`config.mk`:
```
export PLATFORM = sky130hd
export DESIGN_NAME = disp_arbiter
export DESIGN_NICKNAME = d
export VERILOG_FILES = /design/src/rtl/disp_pkg.sv /design/src/rtl/disp_arbiter_tick_gen.sv /design/src/rtl/disp_arbiter.sv
export SDC_FILE = /design/constraint.sdc
export NUM_CORES = 1
export LEC_CHECK = 0
export CAP_MARGIN = 10
export CELL_PAD_IN_SITES_DETAIL_PLACEMENT = 1
export CELL_PAD_IN_SITES_GLOBAL_PLACEMENT = 1
export CORE_AREA = 2 2 112 87
export DETAILED_ROUTE_END_ITERATION = 7
export DIE_AREA = 0 0 114 89
export PLACE_DENSITY = 0.88
export SETUP_SLACK_MARGIN = 0.02
export SYNTH_ARGS = -nofsm -noshare
export SYNTH_HDL_FRONTEND = slang
export SYNTH_SLANG_ARGS = --single-unit
```
`constraint.sdc`:
```
create_clock -name clk -period 4.1 [get_ports clk]
set_input_delay 0.82 -clock clk [delete_from_list [all_inputs] [get_ports clk]]
set_output_delay 0.82 -clock clk [all_outputs]
set_load 0.02 [all_outputs]
```
`src/rtl/disp_pkg.sv`:
```
// Shared types, defaults and the round-robin search used by the display arbiter.
// The search is sized for up to eight requesters.
package disp_pkg;

    typedef enum logic {IDLE, SERVE} state_t;

    localparam int          DEFAULT_TICK_DIV   = 10000;
    localparam int          DEFAULT_DWELL_MS   = 1000;
    localparam logic [15:0] DEFAULT_IDLE_VALUE = 16'h0000;
    localparam int          MAX_NREQ           = 8;

    typedef struct packed {
        logic       found;
        logic [2:0] idx;
    } rr_pick_t;

    // First set req bit at or after ptr+1, wrapping modulo nreq. The last
    // position searched is ptr itself, so the current owner always ranks lowest.
    function automatic rr_pick_t rr_next(input logic [2:0] ptr,
                                         input logic [MAX_NREQ-1:0] req,
                                         input int nreq);
        rr_pick_t r;
        int       idx;
        r = '0;
        for (int k = 1; k <= MAX_NREQ; k++) begin
            if (k <= nreq && !r.found) begin
                idx = (int'(ptr) + k) % nreq;
                if (req[idx[2:0]]) begin
                    r.found = 1'b1;
                    r.idx   = idx[2:0];
                end
            end
        end
        return r;
    endfunction

endpackage

```
`src/rtl/disp_arbiter_tick_gen.sv`:
```
// Free-running prescaler: counts 0..DIV-1 and flags the last count for one
// cycle. A synchronous clear restarts the count from zero.
module tick_gen #(
    parameter int DIV = 10000
) (
    input  logic clk,
    input  logic rst_n,
    input  logic clr_i,
    output logic tick_o
);

    localparam int W = (DIV > 1) ? $clog2(DIV) : 1;

    logic [W-1:0] cnt_q, cnt_d;

    assign tick_o = (cnt_q == W'(DIV - 1));

    always_comb begin
        cnt_d = cnt_q + W'(1);
        if (clr_i || tick_o) begin
            cnt_d = '0;
        end
    end

    always_ff @(posedge clk or negedge rst_n) begin
        if (!rst_n) begin
            cnt_q <= '0;
        end else begin
            cnt_q <= cnt_d;
        end
    end

endmodule

```
`src/rtl/disp_arbiter.sv`:
```
// Round-robin owner selection for the shared seven-segment display, with a
// minimum dwell per owner while others are waiting.
module disp_arbiter
    import disp_pkg::*;
#(
    parameter int          NREQ       = 4,
    parameter int          TICK_DIV   = DEFAULT_TICK_DIV,
    parameter int          DWELL_MS   = DEFAULT_DWELL_MS,
    parameter logic [15:0] IDLE_VALUE = DEFAULT_IDLE_VALUE
) (
    input  logic               clk,
    input  logic               rst_n,
    input  logic [NREQ-1:0]    req,
    input  logic [16*NREQ-1:0] data_flat,
    output logic [15:0]        disp_value,
    output logic [NREQ-1:0]    grant,
    output logic               busy
);

    localparam int DW = (DWELL_MS > 0) ? $clog2(DWELL_MS + 1) : 1;

    state_t         state_q;
    logic [2:0]     ptr_q;
    logic [DW-1:0]  dwell_q;
    logic [NREQ-1:0] grant_q;
    logic           busy_q;
    logic [15:0]    disp_q;

    logic [MAX_NREQ-1:0] req_ext;
    rr_pick_t       pick;
    logic           tick;
    logic           released;
    logic           others_pending;
    logic           expired;
    logic           switch_now;
    logic           new_grant;
    logic [15:0]    pick_data;
    logic [15:0]    cur_data;

    assign req_ext        = MAX_NREQ'(req);
    assign pick           = rr_next(ptr_q, req_ext, NREQ);
    assign released       = !req_ext[ptr_q];
    assign others_pending = |(req & ~grant_q);
    // The dwell counts as complete on the tick that will saturate it, so the
    // handover edge lands exactly DWELL_MS*TICK_DIV cycles after the grant.
    assign expired        = (dwell_q == DW'(DWELL_MS)) ||
                            (tick && (dwell_q == DW'(DWELL_MS - 1)));
    assign switch_now     = (state_q == SERVE) && (released || (expired && others_pending));
    assign new_grant      = pick.found && ((state_q == IDLE) || switch_now);
    assign pick_data      = data_flat[16*pick.idx +: 16];
    assign cur_data       = data_flat[16*ptr_q +: 16];

    tick_gen #(.DIV(TICK_DIV)) u_tick (
        .clk    (clk),
        .rst_n  (rst_n),
        .clr_i  (new_grant),
        .tick_o (tick)
    );

    always_ff @(posedge clk or negedge rst_n) begin
        if (!rst_n) begin
            state_q <= IDLE;
            ptr_q   <= 3'(NREQ - 1);
            dwell_q <= '0;
            grant_q <= '0;
            busy_q  <= 1'b0;
            disp_q  <= IDLE_VALUE;
        end else if (new_grant) begin
            state_q <= SERVE;
            ptr_q   <= pick.idx;
            dwell_q <= '0;
            grant_q <= NREQ'(1) << pick.idx;
            busy_q  <= 1'b1;
            disp_q  <= pick_data;
        end else begin
            case (state_q)
                IDLE: begin
                    disp_q <= IDLE_VALUE;
                end
                SERVE: begin
                    if (switch_now) begin
                        // Owner released and nobody else is asking.
                        state_q <= IDLE;
                        dwell_q <= '0;
                        grant_q <= '0;
                        busy_q  <= 1'b0;
                        disp_q  <= IDLE_VALUE;
                    end else begin
                        disp_q <= cur_data;
                        if (tick && (dwell_q != DW'(DWELL_MS))) begin
                            dwell_q <= dwell_q + DW'(1);
                        end
                    end
                end
                default: begin
                    state_q <= IDLE;
                    grant_q <= '0;
                    busy_q  <= 1'b0;
                    disp_q  <= IDLE_VALUE;
                end
            endcase
        end
    end

    assign grant      = grant_q;
    assign busy       = busy_q;
    assign disp_value = disp_q;

endmodule

```
* Yosys cells after proc, flatten, opt, wreduce, memory -nomap -nowiden
Index checks and enable logic that the tools add are counted.
** Storage, ports and cells
- Register bits after elaboration :: 49
- Latch bits :: 0
- Memory bits (writable) :: 0
- Bits in read-only memories :: 0
- Input port bits :: 70
- Logic and storage cells :: 86
- Memories :: 0
** Cells by class
- $add $sub $neg :: 6
- $mul :: 0
- Div/mod/pow operators :: 0
- Magnitude comparators :: 5
- Equal/unequal tests :: 4
- Shift operators :: 3
- Muxes and demuxes :: 34
- Bitwise operators :: 7
- Reduce and logical (&&, ||, !) cells :: 20
** Operator list (number)
- $shiftx 64x8->16 :: 2
- $mux 10 :: 4
- $mux 4 :: 10
- $mux 16 :: 2
- $pmux 16 s2 :: 1
- $eq 10x10->1 const B :: 2
- $lt 3x4->1 const B :: 5
- $bmux 1 s3 :: 5
- $add 14x1->14 const B :: 1
- $eq 14x14->1 const B :: 1
- $mux 14 :: 1
- $mux 1 :: 11
- $add 10x1->10 const B :: 1
- $ne 10x10->1 const B :: 1
- $reduce_or 2->1 :: 4
- $logic_and 1x1->1 :: 5
- $add 2x1->2 const B :: 2
- $add 2x2->2 const B :: 2
- $and 1x1->1 const A :: 4
- $and 4x4->4 :: 1
- $logic_or 1x1->1 :: 4
- $not 4->4 :: 1
- $reduce_and 2->1 :: 2
- $reduce_bool 2->1 :: 2
- other kinds (5) :: 5

* Logic depth before layout (Yosys ltp)
Gate-level depths: netlist of the first run.
- Word-level depth :: 15
- Mapped depth :: 9
- Mapped depth without buffers :: 7

* Modules after synthesis
From an unflattened synthesis of the first run, not the netlist that was laid out.
** Second synthesis, totals
- Cells, all modules :: 347
- Area total of the unflattened synthesis :: 3475.8 um^2
** Modules (own cells, without submodules)
- disp_arbiter :: times used 1, cells each 277, area an instance 2753.9 um^2
- tick_gen :: times used 1, cells each 70, area an instance 721.9 um^2

* Least setup slack after synthesis of the first run
No wires, ideal clock.
- Path type :: input to register
- Start :: input port req[3]
- End :: register ptr_q[0]
- Data arrival time :: 2190 ps
- Slack :: 1825 ps
- Stages on the path :: 6
- Path buffers :: 2
- Path through :: mux4_2 -> and2_1 -> clkbuf_1 -> a21oi_2 -> buf_4 -> mux2_1
** On the way
- Longest elaborated chain between the ends :: 9
- Elaborated cells between the ends (all ways) :: 25
- Those cells by class :: mux (17); bitwise (1); reduce/logical (7)
** RTL lines
- start: declaration :: line disp_arbiter.sv:13 : input logic [NREQ-1:0] req,
- $bmux 1 s3 :: line disp_pkg.sv:28 : if (req[idx[2:0]]) begin
- $mux 1 (not written as such) :: line disp_pkg.sv:28
- $mux 4 (2 in a row) :: line disp_pkg.sv:28
- $mux 4 :: line disp_pkg.sv:26 : if (k <= nreq && !r.found) begin
- $mux 4 :: line disp_pkg.sv:28
- $mux 4 :: line disp_pkg.sv:26
- $mux 4 :: line disp_pkg.sv:28
- $mux 4 :: line disp_pkg.sv:26
- end signal: assignment :: line disp_arbiter.sv:63 : ptr_q <= 3'(NREQ - 1);
- end signal: assignment :: line disp_arbiter.sv:70 : ptr_q <= pick.idx;
- end: declaration :: line disp_arbiter.sv:23 : logic [2:0] ptr_q;
Several ways; a longest one is shown, not always the timed one. The select of a mux whose other input is x is not followed.
A chain may end at the register's enable or synchronous reset.

* Final worst setup path of the first run
- Start :: input port req[1]
- End :: register disp_q[5] (netlist: disp_value[5])
** On the way
- Longest elaborated chain between the ends :: 11
- Elaborated cells between the ends (all ways) :: 29
- Those cells by class :: shift (1); mux (20); bitwise (1); reduce/logical (7)
** RTL lines
- $bmux 1 s3 :: line disp_pkg.sv:28
- $mux 1 (not written as such) :: line disp_pkg.sv:28
- $mux 4 (2 in a row) :: line disp_pkg.sv:28
- $mux 4 :: line disp_pkg.sv:26
- $mux 4 :: line disp_pkg.sv:28
- $mux 4 :: line disp_pkg.sv:26
- $mux 4 :: line disp_pkg.sv:28
- $mux 4 :: line disp_pkg.sv:26
- $shiftx 64x8->16 :: line disp_arbiter.sv:50 : assign pick_data = data_flat[16*pick.idx +: 16];
- $mux 16 * :: line disp_arbiter.sv:68 : end else if (new_grant) begin
- end signal: assignment :: line disp_arbiter.sv:74 : disp_q <= pick_data;
- end signal: assignment :: line disp_arbiter.sv:89 : disp_q <= cur_data;
- end: declaration :: line disp_arbiter.sv:27 : logic [15:0] disp_q;
Every way passes the cells marked *; elsewhere a longest branch is shown, timed or not. The select of a mux whose other input is x is not followed.

==> results of run 1 <==
==> per-stage QoR <==
stage	instance area (µm²)	power, µW
floorplan	3500	1710
global placement	4460	2170
detailed placement	4460	2240
CTS	4600	2670
global route	4620	2820
finish	4620	2680
==> Yosys cell counts, types with 3 or more instances <==
master     n  area [µm²]
dfrtp_1   46        1150
inv_1     45         169
nand4_1   41         257
o211ai_1  32         240
nor2_1    26        97.6
mux4_2    17         383
a32o_1    16         160
clkbuf_1  14        52.6
xnor2_1   11        96.3
and3_1     9        56.3
buf_2      9        45.0
a21oi_1    8        40.0
o31ai_1    6        45.0
and4_1     5        43.8
nand2_1    5        18.8
nand3_1    5        25.0
nor2b_1    5        31.3
and2_1     4        25.0
buf_4      4        30.0
mux2i_1    4        40.0
xor2_1     4        35.0
ha_1       3        37.5
nand2b_1   3        18.8
o22ai_1    3        18.8
==> kinds of logic after synthesis <==
kind of cell,Yosys count,share of synthesized area (%)
xor gates and xnor gates,15,3.75
AOI/OAI and AO/OA,84,19.4
DFF,48,34.4
muxes,22,12.4
and+or+nand+nor,115,19.8
adders and majority gates,3,1.07
buffers and inverters,75,9.22
==> worst min-delay path by stage <==
stage	endpoint	slack [ps]	depth (start not counted)	start
final	disp_value[0]	460	1	rst_n
after global routing	dwell_q[6]	480	1	rst_n
after CTS	u_tick.cnt_q[0]	480	1	u_tick.cnt_q[0]
after detailed placement	u_tick.cnt_q[0]	460	1	u_tick.cnt_q[0]
after global placement	u_tick.cnt_q[0]	440	1	u_tick.cnt_q[0]
after floorplan	u_tick.cnt_q[0]	430	1	u_tick.cnt_q[0]
==> power by group <==
| part | internal [µW] | switching, µW | total [µW] |
|---|---|---|---|
| clock | 241 | 188 | 429 |
| combinational | 697 | 771 | 1470 |
| sequential | 611 | 169 | 780 |
| total | 1550 | 1130 | 2680 |
==> cells in the final DEF (no fill, tap or decap), types with 4 or more instances in the layout <==
cell type	n
nand2_1	5
a32o_1	16
xor2_1	4
a21oi_1	8
nand4_1	41
mux4_2	17
clkdlybuf4s50_1	89
nor2b_1	5
and3_1	9
o31ai_1	6
and2_1	4
clkbuf_16	5
buf_4	9
xnor2_1	11
nand3_1	5
dfrtp_1	46
and4_1	5
nor2_1	26
inv_1	45
o211ai_1	32
mux2i_1	4
==> layer usage <==
layer | global-route usage, % | vias up
met1 | 31.4 | 1768
met3 | 5.02 | 23
met5 | 0 | -
met4 | 6.87 | 0
met2 | 40.0 | 99
li1 | - | 1528
==> worst max-delay path: stages <==
cell and delay, ps:
clkdlybuf4s50_1 610, nor2b_1 170, a2111o_1 180, o2111ai_2 350, a21oi_2 540, buf_4 310, a32o_1 210
==> registers in the layout, summed over array words and instances (netlist names) <==
signal / flops
busy: 1
disp_value: 16
dwell_q: 10
grant: 4
ptr_q: 2
state_q: 1
u_tick.cnt_q: 14
==> cell type report <==
cell class | instances | area share (%)
well taps | 112 | 3.03
multi-input cells | 239 | 42.8
repair buffers | 100 | 21.3
clock buffers | 6 | 3.00
inverters | 45 | 3.65
flip-flops and latches | 48 | 26.0
clock inverters | 1 | 0.189
==> summary.txt, run 1 <==
Setup path
  • Setup Crit Path Kind: in2reg
  • Max FO, Critical Path: 12
  • Reg2reg start: ptr_q[0]
  • R2R setup slack: 1180 ps
  • Worst path arrival time: 3190 ps
  • R2R cell count: 5
  • R2r endpoint: disp_value[5]
  • Crit end category: flip-flop
  • Crit start category: input port
  • Critical Path Start: req[1]
  • Worst Path Required: 4320 ps
  • Crit path to: disp_value[5]

Drt
  • Iteration count of the initial detailed-routing pass: 4
  • WL final: 11.7 mm
  • Max Used Layer: met4
  • Routed wl met3: 581 µm
  • DR vias/cell: 6.20
  • Per-cell routed wire length: 21.2 µm
  • Final antenna-violating net count: 0
  • DR WL met2: 5.61 mm
  • Via count: 3418
  • Met1 Wirelength: 5.29 mm
  • Initial drt markers: 190
  • Post-route DRC: 0

Final layout
  • Synth-to-layout area growth: 32.1%
  • Final nets: 512
  • Area of the multi-input gates: 1980 µm²
  • Share of cells above drive strength 1: 12.1%
  • # diodes: 0
  • Post-route insts no fill: 551
  • Fillers: 1009
  • Sequential cell area: 1200 µm²
  • Final core occ: 51.8%

Global route
  • First-pass GRT wire length: 18.9 mm
  • Remaining global-route overflow: 0
  • Vias in the first global route: 3605
  • Total Routing Usage GR: 23.7%
  • Largest net degree at the start of global routing: 49
  • Initial antenna violation count: 0

Yosys
  • Post-Syn Area: 3500 µm²
  • Distinct cell type count after synthesis: 49
  • Post-synth ARST share: 100%
  • Synth Net Count: 435
  • Ys flop type: dfrtp_1
  • EDFF count, synth: 0
  • Post-synthesis sequential area ratio: 34.4%
  • Ys Warns: 0
  • Mean Syn Cell Area: 9.67 µm²
  • Mapped Cells: 362
  • #FFs+latches synth: 48

Outcome
  • Status: complete, no violations

Placed design
  • Routability Congestion: 0.950
  • Dpl hpwl: 8.24 mm
  • Port Buffer Count: 90
  • Place WS: 905 ps
  • Placed Cells: 543

Timing
  • Slew headroom: 46.2%
  • Final setup TNS: 0 ps
  • Final worst slack: 1130 ps
  • Max Fclk: 337 MHz
  • Min cycle time layout: 2970 ps
  • Hold slack: 458 ps
  • Final period util: 72.4%
  • Slew Limit Fails: 0
  • Setup violators final: 0
  • RSZ-0062 raised after global routing: no
  • Final Skew: 6.95 ps
  • Measured slew at the worst slew-check pin: 807 ps
  • Final Hold Viols: 0

Clocking
  • H-tree levels: 2
  • Clock root cell: clkbuf_16
  • CTS tree: built
  • CTS clock-pin slew for the worst setup and hold paths: 60 ps
  • Gates resized, CTS repair: 0
  • Post-CTS Hold Buffers: 0
  • TritonCTS Sinks: 48
  • Skew-Pair Late Insertion Delay: 300 ps
  • CTS Buffer Depth: 2
  • CTS buffer count: 5
  • Post-CTS Setup Repair Bufs: 0

Flow run
  • Max-cap violations: 0

Worst hold path
  • Worst Hold Class: in2async

Floorplanning
  • I/O pins: 91
  • Die width: 114 µm
  • Die Y: 89 µm
  • Num rows: 30
  • DIE AREA: 10100 µm²
  • Starting density of the core: 39.2%
  • Placeable core area: 8930 µm²

Power and ir drop
  • P per Cell Area: 579 nW/µm²
  • Worst VDD drop: 0.269 mV
  • P_leak: 0.00185 µW
Note: power is estimated with default switching activity, not from simulation.
==> run 2, diff against run 1 <==
Settings changed: CORE_AREA 2 2 112 87 to 2 2 116 90, DIE_AREA 0 0 114 89 to 0 0 118 92, PLACE_DENSITY 0.88 to 0.83.
Clock period 4.1 ns to 3.1 ns, I/O delays scaled along.
==> summary.txt, run 2 (synthesized netlist as in run 1, its figures left out) <==
Placed design
  • Dpl hpwl: 8.48 mm (+3.0%)
  • Placed Cells: 576 (+6.1%)
  • Routability Congestion: 0.923 (-2.9%)
  • Port Buffer Count: 90 (unchanged)

Clocking
  • Post-CTS Setup Repair Bufs: 0 (unchanged)
  • CTS buffer count: 5 (unchanged)
  • CTS clock-pin slew for the worst setup and hold paths: 70 ps (about the same)
  • TritonCTS Sinks: 48 (unchanged)
  • Skew-Pair Late Insertion Delay: 290 ps (about the same)
  • CTS Buffer Depth: 2 (unchanged)
  • CTS tree: built
  • Clock root cell: clkbuf_16
  • H-tree levels: 2 (unchanged)
  • Gates resized, CTS repair: 0 (unchanged)
  • Post-CTS Hold Buffers: 0 (unchanged)

Floorplanning
  • Starting density of the core: 35.4% (-3.8 points)
  • Die width: 118 µm (+3.5%)
  • Num rows: 32 (+6.7%)
  • Placeable core area: 9890 µm² (+11%)
  • Die Y: 92 µm (+3.4%)
  • DIE AREA: 10900 µm² (+7.0%)
  • I/O pins: 91 (unchanged)

Power and ir drop
  • Worst VDD drop: 0.312 mV (+16%)
  • P per Cell Area: 777 nW/µm² (+34%)
  • P_leak: 0.00189 µW (+2.4%)

Timing
  • Final setup TNS: 0 ps (unchanged)
  • Max Fclk: 385 MHz
  • RSZ-0062 raised after global routing: no
  • Min cycle time layout: 2600 ps
  • Final Hold Viols: 0 (unchanged)
  • Slew Limit Fails: 0 (unchanged)
  • Setup violators final: 0 (unchanged)
  • Slew headroom: 58.6% (+12 points)
  • Final period util: 83.8%
  • Measured slew at the worst slew-check pin: 621 ps (-186 ps)
  • Final Skew: 8.41 ps (+1.46 ps)

Setup path
  • Worst path arrival time: 2790 ps (-400 ps)
  • Worst Path Required: 3290 ps (-1030 ps)
  • Crit end category: flip-flop
  • Setup Crit Path Kind: in2reg
  • Crit start category: input port
  • Max FO, Critical Path: 11 (-1)
  • Crit-path max cell delay: 540 ps (-70 ps)
  • CP max stage cell: or4b_4
  • CP Cell Sequence: clkdlybuf4s50_1, nor2b_1, a2111o_1, o2111ai_2, or4b_4, o311ai_2

Drt
  • Initial drt markers: 161 (-15%)
  • Final antenna-violating net count: 0 (unchanged)
  • Via count: 3362 (-1.6%)
  • WL final: 11.7 mm (-0.32%)
  • Post-route DRC: 0 (unchanged)
  • Per-cell routed wire length: 20.0 µm (-6.0%)
  • DR vias/cell: 5.76 (-7.2%)
  • Iteration count of the initial detailed-routing pass: 4 (unchanged)

Flow run
  • Max-cap violations: 0 (unchanged)

Outcome
  • Status: complete, no violations

Final layout
  • Commonest non-fill, non-tap cell in the layout: clkdlybuf4s50_1
  • Commonest cells after routing, fill and taps aside: 89 x clkdlybuf4s50_1, 46 x dfrtp_1, 45 x inv_1
  • Final nets: 520 (+1.6%)
  • Share of cells above drive strength 1: 13.6% (+1.5 points)
  • Synth-to-layout area growth: 35.3%
  • # diodes: 0 (unchanged)
  • Largest register FFs: 16 (unchanged)
  • Post-route insts no fill: 584 (+6.0%)

Global route
  • First-pass GRT wire length: 19.7 mm (+4.8%)
  • Vias in the first global route: 3782 (+4.9%)
  • Largest net degree at the start of global routing: 49 (unchanged)
  • Remaining global-route overflow: 0 (unchanged)
  • Total Routing Usage GR: 22.6% (-1.1 points)
  • Initial antenna violation count: 0 (unchanged)

Worst hold path
  • Worst Hold Class: in2async
## run 2: changes by cell type in the layout (fill, tap and decap cells not counted)
cell,before,now
a21oi_2,2,3
clkbuf_8,1,0
clkinv_4,1,0
a21oi_1,8,7
clkbuf_1,0,2
bufinv_16,0,1
buf_4,9,17
## run 2: worst max-delay path: cells and delay by family
family	cells	cell delay [ps]
AOI/OAI and AO/OA	3	910
and+or+nand+nor	2	730
buffers and inverters	1	530
## run 2: report_power, final
part,internal [µW],switching (µW)
clock,382,235
combinational,984,1150
sequential,805,118
## run 2: metal layers
| metal | GRT usage (%) | routed length [µm] |
|---|---|---|
| met4 | 6.33 | 168 |
| met2 | 38.0 | 5620 |
| met1 | 30.0 | 5270 |
| met3 | 4.23 | 607 |
| met5 | 0 | 0 |
## run 2: path summary, 6_finish.rpt
check	start	to	slack (ps)	cells past startpoint
setup / recovery	req[2]	dwell_q[7]	500	6
hold / removal	rst_n	disp_value[0]	420	2
setup reg to reg	u_tick.cnt_q[11]	disp_value[3]	540	6
hold reg to reg	u_tick.cnt_q[0]	u_tick.cnt_q[0]	460	1
max in group asynchronous	rst_n	dwell_q[1]	2250	2
min in group clk	u_tick.cnt_q[0]	u_tick.cnt_q[0]	460	1
## run 2: stage by stage
stage	cell area (µm²)	hold WS, ps	total power (µW)	setup slack [ps]	utilization, %
global placement	4570	443	2960	334	46.2
floorplan	3500	324	2260	1000	-
global route	4730	481	3900	380	47.9
CTS	4730	465	3680	512	47.9
detailed placement	4570	464	3060	237	46.2
finish	4730	421	3680	501	47.9
## run 2: area by class of cell
type | instances | area [µm²]
Inverter | 45 | 169
Clock buffer | 7 | 133
Timing Repair Buffer | 108 | 1040
Tap cell | 136 | 170
Multi-Input combinational cell | 239 | 1980
Fill cell | 1142 | 5160
Sequential cell | 48 | 1200
Clock inverter | 1 | 30.0
==> run 3, diff against run 2 <==
Clock period 3.1 ns to 2.7 ns, I/O delays scaled along.
==> summary.txt, run 3 (synthesized netlist as in run 1, its figures left out) <==
Floorplanning
  • Die Y: 92 µm (unchanged)
  • I/O pins: 91 (unchanged)
  • Die width: 118 µm (unchanged)
  • Placeable core area: 9890 µm² (unchanged)
  • DIE AREA: 10900 µm² (unchanged)
  • Num rows: 32 (unchanged)
  • Starting density of the core: 35.4% (unchanged)

Final layout
  • # diodes: 0 (unchanged)
  • Commonest non-fill, non-tap cell in the layout: clkdlybuf4s50_1
  • Largest register FFs: 16 (unchanged)
  • Post-route insts no fill: 593 (+1.5%)
  • Commonest cells after routing, fill and taps aside: 89 x clkdlybuf4s50_1, 46 x dfrtp_1, 45 x inv_1
  • Final nets: 529 (+1.7%)
  • Final core occ: 48.4% (+0.56 points)
  • Share of cells above drive strength 1: 15.3% (+1.7 points)
  • Synth-to-layout area growth: 36.8%
  • Design Area, Final: 4790 µm² (+1.2%)

Placed design
  • Port Buffer Count: 90 (unchanged)
  • Dpl hpwl: 8.91 mm (+5.1%)
  • Placed Area: 4650 µm² (+1.8%)
  • Place WS: -24.1 ps (-262 ps)
  • Routability Congestion: 0.906 (-1.8%)
  • Placed Cells: 585 (+1.6%)

Clocking
  • CTS clock-pin slew for the worst setup and hold paths: 60 ps (about the same)
  • CTS Buffer Depth: 2 (unchanged)
  • CTS buffer count: 5 (unchanged)
  • Gates resized, CTS repair: 0 (unchanged)
  • TritonCTS Sinks: 48 (unchanged)
  • Skew-Pair Late Insertion Delay: 290 ps (about the same)
  • Clock root cell: clkbuf_16
  • CTS tree: built
  • Post-CTS Setup Repair Bufs: 0 (unchanged)
  • Post-CTS Hold Buffers: 0 (unchanged)
  • H-tree levels: 2 (unchanged)

Timing
  • RSZ-0062 raised after global routing: no
  • Final period util: 89.0%
  • Min cycle time layout: 2400 ps
  • Final worst slack: 298 ps (-203 ps)
  • Slew Limit Fails: 0 (unchanged)
  • Slew headroom: 37.8% (-21 points)
  • Setup violators final: 0 (unchanged)
  • Final setup TNS: 0 ps (unchanged)
  • Final Hold Viols: 0 (unchanged)
  • Final Skew: 8.25 ps (-0.160 ps)
  • Max Fclk: 416 MHz
  • Measured slew at the worst slew-check pin: 927 ps (+306 ps)

Drt
  • Post-route DRC: 0 (unchanged)
  • Via count: 3549 (+5.6%)
  • DR vias/cell: 5.98 (+4.0%)
  • Final antenna-violating net count: 0 (unchanged)
  • Initial drt markers: 306 (+90%)
  • Per-cell routed wire length: 20.5 µm (+2.8%)
  • Iteration count of the initial detailed-routing pass: 4 (unchanged)
  • WL final: 12.2 mm (+4.4%)

Setup path
  • Setup Crit Path Kind: in2reg
  • Worst path arrival time: 2610 ps (-180 ps)
  • Crit end category: flip-flop
  • Crit start category: input port
  • Worst Path Required: 2910 ps (-380 ps)
  • Max FO, Critical Path: 6 (-5)

Power and ir drop
  • Worst VDD drop: 0.421 mV (+35%)
  • P per Cell Area: 871 nW/µm² (+12%)
  • P_leak: 0.00193 µW (+1.9%)

Global route
  • M1 GR Usage: 30.6% (+0.59 points)
  • First-pass GRT wire length: 20.4 mm (+3.3%)
  • Vias in the first global route: 3925 (+3.8%)
  • Remaining global-route overflow: 0 (unchanged)
  • Met3 usage: 5.10% (+0.87 points)
  • Initial antenna violation count: 0 (unchanged)
  • Largest net degree at the start of global routing: 26 (-47%)
  • GRT busiest layer: met2
  • Total Routing Usage GR: 23.5% (+0.84 points)
  • Met2 usage: 39.0% (+0.97 points)

Outcome
  • Status: complete, no violations

Flow run
  • Max-cap violations: 0 (unchanged)

Worst hold path
  • Worst Hold Class: in2async
==> run 3: worst paths after layout <==
kind                                 start               to  slack [ps]  cells past startpoint
min in group clk           u_tick.cnt_q[0]  u_tick.cnt_q[0]         460                      1
max reg2reg                u_tick.cnt_q[0]       dwell_q[4]         350                      6
max                                 req[1]       dwell_q[4]         300                      7
max in group asynchronous            rst_n         ptr_q[0]        1800                      2
min reg2reg                u_tick.cnt_q[0]  u_tick.cnt_q[0]         460                      1
min                                  rst_n    disp_value[5]         270                      1
==> run 3: critical path, stage by stage <==
cell and delay (ps):
clkdlybuf4s50_1 510, mux4_2 270, nand2_1 70, buf_4 150
a211oi_1 680, o31ai_1 210, mux2i_1 170
==> run 3: layout make-up <==
class                      count  area [µm²]
clock buffer                   7         133
clock inverter                 1        5.00
fill                        1125        5100
inverter                      45         169
multi-input combinational    239        1980
sequential                    48        1200
tap                          136         170
timing repair buffer         117        1120
==> run 3: report_power, final <==
group | switching (µW) | internal, µW | leakage, µW
clock | 273 | 343 | 0.0000679
combinational | 1370 | 1160 | 0.00124
sequential | 97.9 | 923 | 0.000618
total | 1740 | 2430 | 0.00193
==> run 3: routing by layer <==
layer / part of all wire, % / vias to the layer above
met3: 7.5 / 31
met1: 42 / 1808
li1: - / 1570
met2: 48 / 140
met5: 0 / -
met4: 2.4 / 0
==> run 3: metrics by stage <==
step	hold WS (ps)	power, µW
after floorplan	244	2590
after global placement	441	3450
after detailed placement	451	3560
after CTS	286	4200
after global routing	304	4440
final	268	4170
